[config.mk]
export PLATFORM = sky130hd
export DESIGN_NAME = multiplier_l2_flat
export DESIGN_NICKNAME = d
export VERILOG_FILES = /design/src/rtl/multiplier_l2_pkg.sv /design/src/rtl/multiplier_l2_if.sv /design/src/rtl/multiplier_l2_mul_signext_33x33.sv /design/src/rtl/multiplier_l2.sv /design/src/flat_wrapper.sv
export SDC_FILE = /design/constraint.sdc
export NUM_CORES = 2
export LEC_CHECK = 0
export CAP_MARGIN = 25
export CELL_PAD_IN_SITES_DETAIL_PLACEMENT = 1
export CELL_PAD_IN_SITES_GLOBAL_PLACEMENT = 2
export CORE_ASPECT_RATIO = 1.2
export CORE_MARGIN = 2
export CORE_UTILIZATION = 46
export CTS_BUF_LIST = sky130_fd_sc_hd__clkbuf_8 sky130_fd_sc_hd__clkbuf_16
export DETAILED_ROUTE_END_ITERATION = 8
export GPL_TIMING_DRIVEN = 0
export PLACE_DENSITY = 0.94
export SYNTH_ARGS = -nofsm -noshare
export SYNTH_HDL_FRONTEND = slang
export SYNTH_HIERARCHICAL = 1
export SYNTH_SLANG_ARGS = --single-unit
[constraint.sdc]
create_clock -name clk -period 27 [get_ports clk]
set_input_delay 5.4 -clock clk [delete_from_list [all_inputs] [get_ports clk]]
set_output_delay 5.4 -clock clk [all_outputs]
set_load 0.03 [all_outputs]
[src/rtl/multiplier_l2_pkg.sv]
// Shared micro-op encoding plus the RV32M multiply operand/result helpers.
// Combinational only; no storage or handshake of its own.
package multiplier_l2_pkg;

  typedef enum logic [3:0] {
    OP_NOP    = 4'd0,
    OP_ADD    = 4'd1,
    OP_SUB    = 4'd2,
    OP_AND    = 4'd3,
    OP_OR     = 4'd4,
    OP_XOR    = 4'd5,
    OP_MUL    = 4'd8,
    OP_MULH   = 4'd9,
    OP_MULHSU = 4'd10,
    OP_MULHU  = 4'd11
  } rv_uop;

  function automatic logic op1_is_signed(rv_uop uop);
    return uop != OP_MULHU;
  endfunction

  function automatic logic op2_is_signed(rv_uop uop);
    return (uop == OP_MUL) || (uop == OP_MULH);
  endfunction

  function automatic logic [31:0] sel_result(rv_uop uop, logic [63:0] product);
    case (uop)
      OP_MUL:                       return product[31:0];
      OP_MULH, OP_MULHSU, OP_MULHU: return product[63:32];
      default:                      return 32'h0;
    endcase
  endfunction

endpackage

[src/rtl/multiplier_l2_if.sv]
// Issue-side (D->X) and writeback-side (X->W) valid/ready bundles.
// Transfer happens on any edge where val & rdy are both high.
interface multiplier_l2_dx_if #(parameter int p_seq_num_bits = 8);
  import multiplier_l2_pkg::*;

  logic                      val;
  logic                      rdy;
  logic [31:0]               pc;
  logic [p_seq_num_bits-1:0] seq_num;
  logic [31:0]               op1;
  logic [31:0]               op2;
  logic [4:0]                waddr;
  rv_uop                     uop;

  modport master (output val, pc, seq_num, op1, op2, waddr, uop, input rdy);
  modport slave  (input val, pc, seq_num, op1, op2, waddr, uop, output rdy);
endinterface

interface multiplier_l2_xw_if #(parameter int p_seq_num_bits = 8);
  logic                      val;
  logic                      rdy;
  logic [31:0]               pc;
  logic [p_seq_num_bits-1:0] seq_num;
  logic [4:0]                waddr;
  logic [31:0]               wdata;
  logic                      wen;

  modport master (output val, pc, seq_num, waddr, wdata, wen, input rdy);
  modport slave  (input val, pc, seq_num, waddr, wdata, wen, output rdy);
endinterface

[src/rtl/multiplier_l2_mul_signext_33x33.sv]
// Combinational 33x33 signed multiply with per-operand sign/zero extension.
// Returns the low 64 bits of the 66-bit product, which is all RV32M ever needs.
module mul_signext_33x33 (
  input  logic [31:0] i_op1,
  input  logic [31:0] i_op2,
  input  logic        i_op1_signed,
  input  logic        i_op2_signed,
  output logic [63:0] o_product
);

  logic [32:0]        w_a33;
  logic [32:0]        w_b33;
  logic signed [63:0] w_a;
  logic signed [63:0] w_b;

  assign w_a33 = {i_op1_signed & i_op1[31], i_op1};
  assign w_b33 = {i_op2_signed & i_op2[31], i_op2};

  // Bits [65:64] are never kept, so a 64-bit product of the sign-extended
  // 33-bit operands is bit-identical to the low 64 bits of the 66-bit one.
  assign w_a = {{31{w_a33[32]}}, w_a33};
  assign w_b = {{31{w_b33[32]}}, w_b33};

  assign o_product = w_a * w_b;

endmodule

[src/rtl/multiplier_l2.sv]
// Pipelined RV32M multiply unit: result on W p_stages-1 cycles after D transfer.
// Whole pipeline freezes while W holds a result that writeback refuses.
module multiplier_l2
  import multiplier_l2_pkg::*;
#(
  parameter int p_stages = 2
) (
  input  logic                clk,
  input  logic                rst,
  multiplier_l2_dx_if.slave   D,
  multiplier_l2_xw_if.master  W
);

  localparam int p_seq_num_bits = D.p_seq_num_bits;

  // Stage 0 payload is {op1, op2}; every later stage carries the product.
  typedef struct packed {
    logic                      val;
    logic [31:0]               pc;
    logic [p_seq_num_bits-1:0] seq_num;
    logic [4:0]                waddr;
    rv_uop                     uop;
    logic [63:0]               payload;
  } stage_t;

  logic        w_stall;
  logic [31:0] w_op1;
  logic [31:0] w_op2;
  logic [63:0] w_product;
  logic [63:0] w_last_product;
  stage_t      w_last;

  assign w_stall = W.val & ~W.rdy;
  assign D.rdy   = ~w_stall;

  for (genvar k = 0; k < p_stages; k++) begin : g_stage
    stage_t r_st;
    stage_t w_nxt;

    if (k == 0) begin : g_in
      always_comb begin
        w_nxt         = '0;
        w_nxt.val     = D.val & D.rdy;
        w_nxt.pc      = D.pc;
        w_nxt.seq_num = D.seq_num;
        w_nxt.waddr   = D.waddr;
        w_nxt.uop     = D.uop;
        w_nxt.payload = {D.op1, D.op2};
      end
    end else begin : g_fwd
      localparam bit FIRST_PRODUCT = (k == 1);
      always_comb begin
        w_nxt         = g_stage[k-1].r_st;
        w_nxt.payload = FIRST_PRODUCT ? w_product : g_stage[k-1].r_st.payload;
      end
    end

    always_ff @(posedge clk) begin
      if (rst) begin
        r_st.val <= 1'b0;
      end else if (!w_stall) begin
        r_st <= w_nxt;
      end
    end
  end

  assign {w_op1, w_op2} = g_stage[0].r_st.payload;

  mul_signext_33x33 u_mul (
    .i_op1        (w_op1),
    .i_op2        (w_op2),
    .i_op1_signed (op1_is_signed(g_stage[0].r_st.uop)),
    .i_op2_signed (op2_is_signed(g_stage[0].r_st.uop)),
    .o_product    (w_product)
  );

  // A single-stage pipe selects straight from the multiplier output.
  assign w_last         = g_stage[p_stages-1].r_st;
  assign w_last_product = (p_stages == 1) ? w_product : w_last.payload;

  assign W.val     = w_last.val;
  assign W.pc      = w_last.pc;
  assign W.seq_num = w_last.seq_num;
  assign W.waddr   = w_last.waddr;
  assign W.wdata   = sel_result(w_last.uop, w_last_product);
  assign W.wen     = 1'b1;

endmodule

[src/flat_wrapper.sv]
// flat-port wrapper written by rule: the top's interface ports become plain ports
module multiplier_l2_flat import multiplier_l2_pkg::*;
#(
  parameter int p_stages = 2
)
  (clk, rst, D_val, D_pc, D_seq_num, D_op1, D_op2, D_waddr, D_uop, D_rdy, W_val, W_pc, W_seq_num, W_waddr, W_wdata, W_wen, W_rdy);
  multiplier_l2_dx_if #(.p_seq_num_bits((8))) D_i ();
  multiplier_l2_xw_if #(.p_seq_num_bits((8))) W_i ();
  input  logic clk;
  input  logic rst;
  input wire logic [$bits(D_i.val)-1:0] D_val;
  input wire logic [$bits(D_i.pc)-1:0] D_pc;
  input wire logic [$bits(D_i.seq_num)-1:0] D_seq_num;
  input wire logic [$bits(D_i.op1)-1:0] D_op1;
  input wire logic [$bits(D_i.op2)-1:0] D_op2;
  input wire logic [$bits(D_i.waddr)-1:0] D_waddr;
  input wire logic [$bits(D_i.uop)-1:0] D_uop;
  output wire logic [$bits(D_i.rdy)-1:0] D_rdy;
  output wire logic [$bits(W_i.val)-1:0] W_val;
  output wire logic [$bits(W_i.pc)-1:0] W_pc;
  output wire logic [$bits(W_i.seq_num)-1:0] W_seq_num;
  output wire logic [$bits(W_i.waddr)-1:0] W_waddr;
  output wire logic [$bits(W_i.wdata)-1:0] W_wdata;
  output wire logic [$bits(W_i.wen)-1:0] W_wen;
  input wire logic [$bits(W_i.rdy)-1:0] W_rdy;
  assign D_i.val = D_val;
  assign D_i.pc = D_pc;
  assign D_i.seq_num = D_seq_num;
  assign D_i.op1 = D_op1;
  assign D_i.op2 = D_op2;
  assign D_i.waddr = D_waddr;
  assign D_i.uop = D_uop;
  assign D_rdy = D_i.rdy;
  assign W_val = W_i.val;
  assign W_pc = W_i.pc;
  assign W_seq_num = W_i.seq_num;
  assign W_waddr = W_i.waddr;
  assign W_wdata = W_i.wdata;
  assign W_wen = W_i.wen;
  assign W_i.rdy = W_rdy;
  multiplier_l2 #(.p_stages(p_stages)) u_core (.clk(clk), .rst(rst), .D(D_i), .W(W_i));
endmodule
# Yosys cells after proc, flatten, opt, wreduce, memory -nomap -nowiden
# Cells that the tools add are included.
[totals]
reg_bits = 228
out_inout_bits = 80
word_cells = 31
[op_classes]
n_mul = 1
eq_ne = 7
mux = 1
n_bitwise = 7
n_reduce_logical = 3
[op_table]
columns = ["operator", "count"]
rows = [
  ["$mul 33x33->64", 1],
  ["$pmux 32 s2", 1],
  ["$eq 4x4->1 const B", 6],
  ["$and 1x1->1", 4],
  ["$ne 4x4->1 const B", 1],
  ["$not 1->1", 3],
  ["$reduce_or 3->1", 1],
  ["$reduce_and 2->1", 1],
  ["$logic_or 1x1->1", 1],
]

# Longest topological paths before layout
[logic_depth]
word_depth = 4
mapped_depth = 31

# Modules after synthesis
# Netlist, hierarchy kept.
[modules_own_cells]
columns = ["module", "instances", "cells_each", "area_per_inst_um2"]
rows = [
  ["mul_signext_33x33", 1, 4137, 37786.2],
  ["multiplier_l2", 1, 394, 7933.9],
]

# Worst setup path after synthesis
# No wires, ideal clock.
[synth_path]
kind = "input-to-reg"
from = "input W_rdy"
to = "register u_core.g_stage[1].r_st (netlist bit u_core/W.pc[0]), enable pin"
setup_ns = 0.816
arrival_time_ns = 14.832
t_required_ns = 26.184
slack_ns = 11.352
cell_stages = 2
path_buffers = 0
path_cell_list = "nor2b_1 -> nor2_1"
[synth_between]
elab_chain_len = 4
[synth_rtl]
columns = ["item", "line_no", "rtl"]
rows = [
  ["start, declared", "flat_wrapper.sv:25", "input wire logic [$bits(W_i.rdy)-1:0] W_rdy;"],
  ["$not 1->1", "multiplier_l2.sv:33", "assign w_stall = W.val & ~W.rdy;"],
  ["$and 1x1->1", "multiplier_l2.sv:33", ""],
  ["$not 1->1 (no line)", "-", ""],
  ["$reduce_and 2->1 (no line)", "-", ""],
  ["end signal, assigned", "multiplier_l2.sv:62", "r_st <= w_nxt;"],
  ["end, declared", "multiplier_l2.sv:37", "stage_t r_st;"],
]
# Every way passes these cells.
# A chain may end at the register's enable or synchronous reset.

# Worst setup path in the final report
[layout_path]
from = "input W_rdy"
to = "output D_rdy"
[layout_between]
elab_chain_len = 3
[layout_rtl]
columns = ["item", "line_no", "rtl"]
rows = [
  ["$not 1->1", "multiplier_l2.sv:33", ""],
  ["$and 1x1->1", "multiplier_l2.sv:33", ""],
  ["$not 1->1 (no line)", "-", ""],
  ["end, declared", "flat_wrapper.sv:18", "output wire logic [$bits(D_i.rdy)-1:0] D_rdy;"],
]
# Every way passes these cells.

==> impl_metrics.py <==
metrics = {
    "worst_setup_path": {
        "endpoint_kind": "primary output",
        "cp-endpoint": "D_rdy",
        "crit_required_ns": 21.60,
        "ff2ff_path_depth": 28,
        "critPathLaunch": "W_rdy",
        "critical_path_arrival_ns": 6.84,
        "reg2reg_from": "u_core/g_stage[0].r_st[66]",
        "rrSetupSlack_ns": 15.36,
        "crit_fanout": 4,
        "crit_type": "primary input to primary output",
        "start_kind": "primary input",
        "r2r_end": "u_core/w_last_product[63]",
    },
    "synthesis": {
        "yosysSeqAreaShare_pct": 14.9,
        "ys_warn_count": 6,
        "synth-edff-count": 226,
        "async_reset_ff_share_pct": 0,
        "yosys_most_used_dff": "edfxtp_1",
        "synth_area_leaders": "fa_1 (49%), edfxtp_1 (15%), inv_1 (9.0%)",
        "synth_nets": 5985,
        "synth_area_per_cell_um2": 10.1,
        "synth_top_area_share_pct": 49.3,
        "syn-cell-area_um2": 45700,
        "ys_ff_latch": 228,
        "syn_inst": 4531,
        "synth_cell_types": 70,
        "synth_top_area_cell": "fa_1",
    },
    "min_path": {
        "min_path_type": "flop to flop",
        "worstHoldStart": "u_core/g_stage[0].r_st[73]",
    },
    "clocking": {
        "htree_num_levels": 1,
        "cts_hold_buf": 0,
        "cts.sinks": 228,
        "clockBufferDepth": 3,
        "cts_tree": "built",
        "cts_root_buf": "clkbuf_16",
        "cts_resized": 0,
        "clock_latency_ns": 0.63,
        "clk_pin_slew_ns": 0.06,
        "post_cts_buffers": 0,
        "cts_buffers": 26,
    },
    "routing": {
        "drtIter0Drc": 2591,
        "first_pass_iters": 6,
        "vias_per_cell": 5.57,
        "detail-route-antenna-nets": 0,
        "drt_wl_total_um": 176000,
        "wl_per_cell_um": 28.9,
        "vias": 33900,
        "drcViolationCount": 0,
    },
    "floorplanning": {
        "rows": 126,
        "start_util_pct": 46.5,
        "die_x_um": 292,
        "fp.dieArea_um2": 102000,
        "ioPinCount": 197,
        "chipHeight_um": 349,
        "core-area_um2": 98400,
    },
    "sta": {
        "slew_headroom_pct": 21.4,
        "finalClockSkew_ns": 0.0177,
        "final.min_clock_period_ns": 12.24,
        "fmax_mhz": 81.7,
        "final_max_slew_viol_count": 0,
        "finalCritPeriodShare_pct": 45.3,
        "setup_tns_ns": 0,
        "rsz0062_at_grt": "no",
        "worst_pin_slew_ns": 1.18,
        "setup_viol": 0,
        "hold_violations": 0,
    },
    "global_routing": {
        "grt_pass1_wl_um": 255000,
        "grt_max_degree": 37,
        "grt_pass1_vias": 38500,
        "grt_overflow": 0,
        "antenna_found_initial": 13,
        "grt_use_total_pct": 35.3,
    },
    "run_status": {
        "status": "completed",
    },
    "finish": {
        "drive_gt1_share_pct": 4.48,
        "areaGrowthSynthToFinish_pct": 10.4,
        "layout.nets": 6228,
    },
    "flow_run": {
        "drv_cap": 0,
    },
    "placed_design": {
        "gp_congestion": 1.01,
        "portBuffers": 195,
        "dp_hpwl_um": 145000,
    },
}
==> critical path, stage by stage <==
cell	delay (ns)
clkdlybuf4s50_1	0.40
nor2b_1	0.32
inv_1	0.11
clkdlybuf4s50_1	0.61
==> area by class of cell <==
class,count,area (um^2)
diodes,5,12.5
plain buffers,276,1280
clock buffers,26,651
clock inverters,22,215
fillers,11000,47900
inverters,1100,4130
multi-input cells,2927,33500
flip-flops and latches,228,6830
well taps,1280,1600
repair buffers,215,2280
==> kinds of logic after synthesis <==
family / share of synthesized area [%]
AOI/OAI and AO/OA: 3.48
xor gates and xnor gates: 1.48
adders and majority gates: 55.1
buffers and inverters: 11.8
DFF: 14.9
muxes: 0.0219
other: 0.00820
and+or+nand+nor: 13.2
==> Yosys cell counts (8+ instances only) <==
library cell and instances:
o21ai_0 30, nand2_1 761, a21o_1 25, clkbuf_1 212, nand3_1 8, buf_2 12
and3_1 23, inv_1 1100, fa_1 1125, nor2_1 50, a21oi_2 31, buf_4 47
nor3_1 10, a21oi_1 67, ha_1 212, edfxtp_1 226, nand2_2 31, a31oi_1 11
xnor2_1 47, o21bai_1 9, and2_1 358, or2_2 8, nand4_1 14, xor2_1 30
==> metal layers <==
metal  part of all wire, %  vias up  track usage [%]
met5                 0.035        -                0
met4                    11        8             30.9
met3                   7.7      691             7.47
met2                    48     1683             57.8
met1                    34    17900             39.2
li1                      -    13600                -
==> per-stage QoR <==
| step | hold WS, ns | std cells | utilization, % | setup slack, ns | instance area [um^2] |
|---|---|---|---|---|---|
| after floorplan | 0.400 | 4531 | - | 11.35 | 45700 |
| after global placement | 0.400 | 6006 | 50.1 | 6.75 | 49300 |
| after detailed placement | 0.406 | 6017 | 50.3 | 14.73 | 49500 |
| after CTS | 0.421 | 6065 | 51.2 | 14.73 | 50300 |
| after global routing | 0.429 | 6074 | 51.3 | 14.70 | 50500 |
| final | 0.420 | 6079 | 51.3 | 14.76 | 50500 |
==> worst min path at each step <==
stage	to	slack, ns	cells after the start
5_1_grt	u_core/W.pc[13]	0.43	0
2_1_floorplan	u_core/W.pc[0]	0.40	0
6_report	u_core/W.seq_num[0]	0.42	0
4_1_cts	u_core/W.seq_num[1]	0.42	0
3_5_place_dp	u_core/W.pc[10]	0.41	0
3_3_place_gp	u_core/W.pc[2]	0.40	0
==> cell usage in the layout, fill, tap and decap left out, types with 31 or more instances in the layout <==
master	count
edfxtp_1	226
xnor2_1	47
nand2_2	31
clkdlybuf4s50_1	195
nor2_1	49
fa_1	1124
inv_1	1106
a21oi_1	67
buf_4	47
clkbuf_1	212
and2_1	358
ha_1	212
nand2_1	761
a21oi_2	31
==> registers in the layout (all words and copies together) (netlist names) <==
signal,cells
u_core/g_stage.r_st,118
u_core/w_last_product,64
u_core/W.pc,32
u_core/W.seq_num,8
u_core/W.waddr,5
u_core/W.val,1
Power is not shown: default switching activity piles up to over one toggle a cycle in this logic, so the estimate is an artifact.
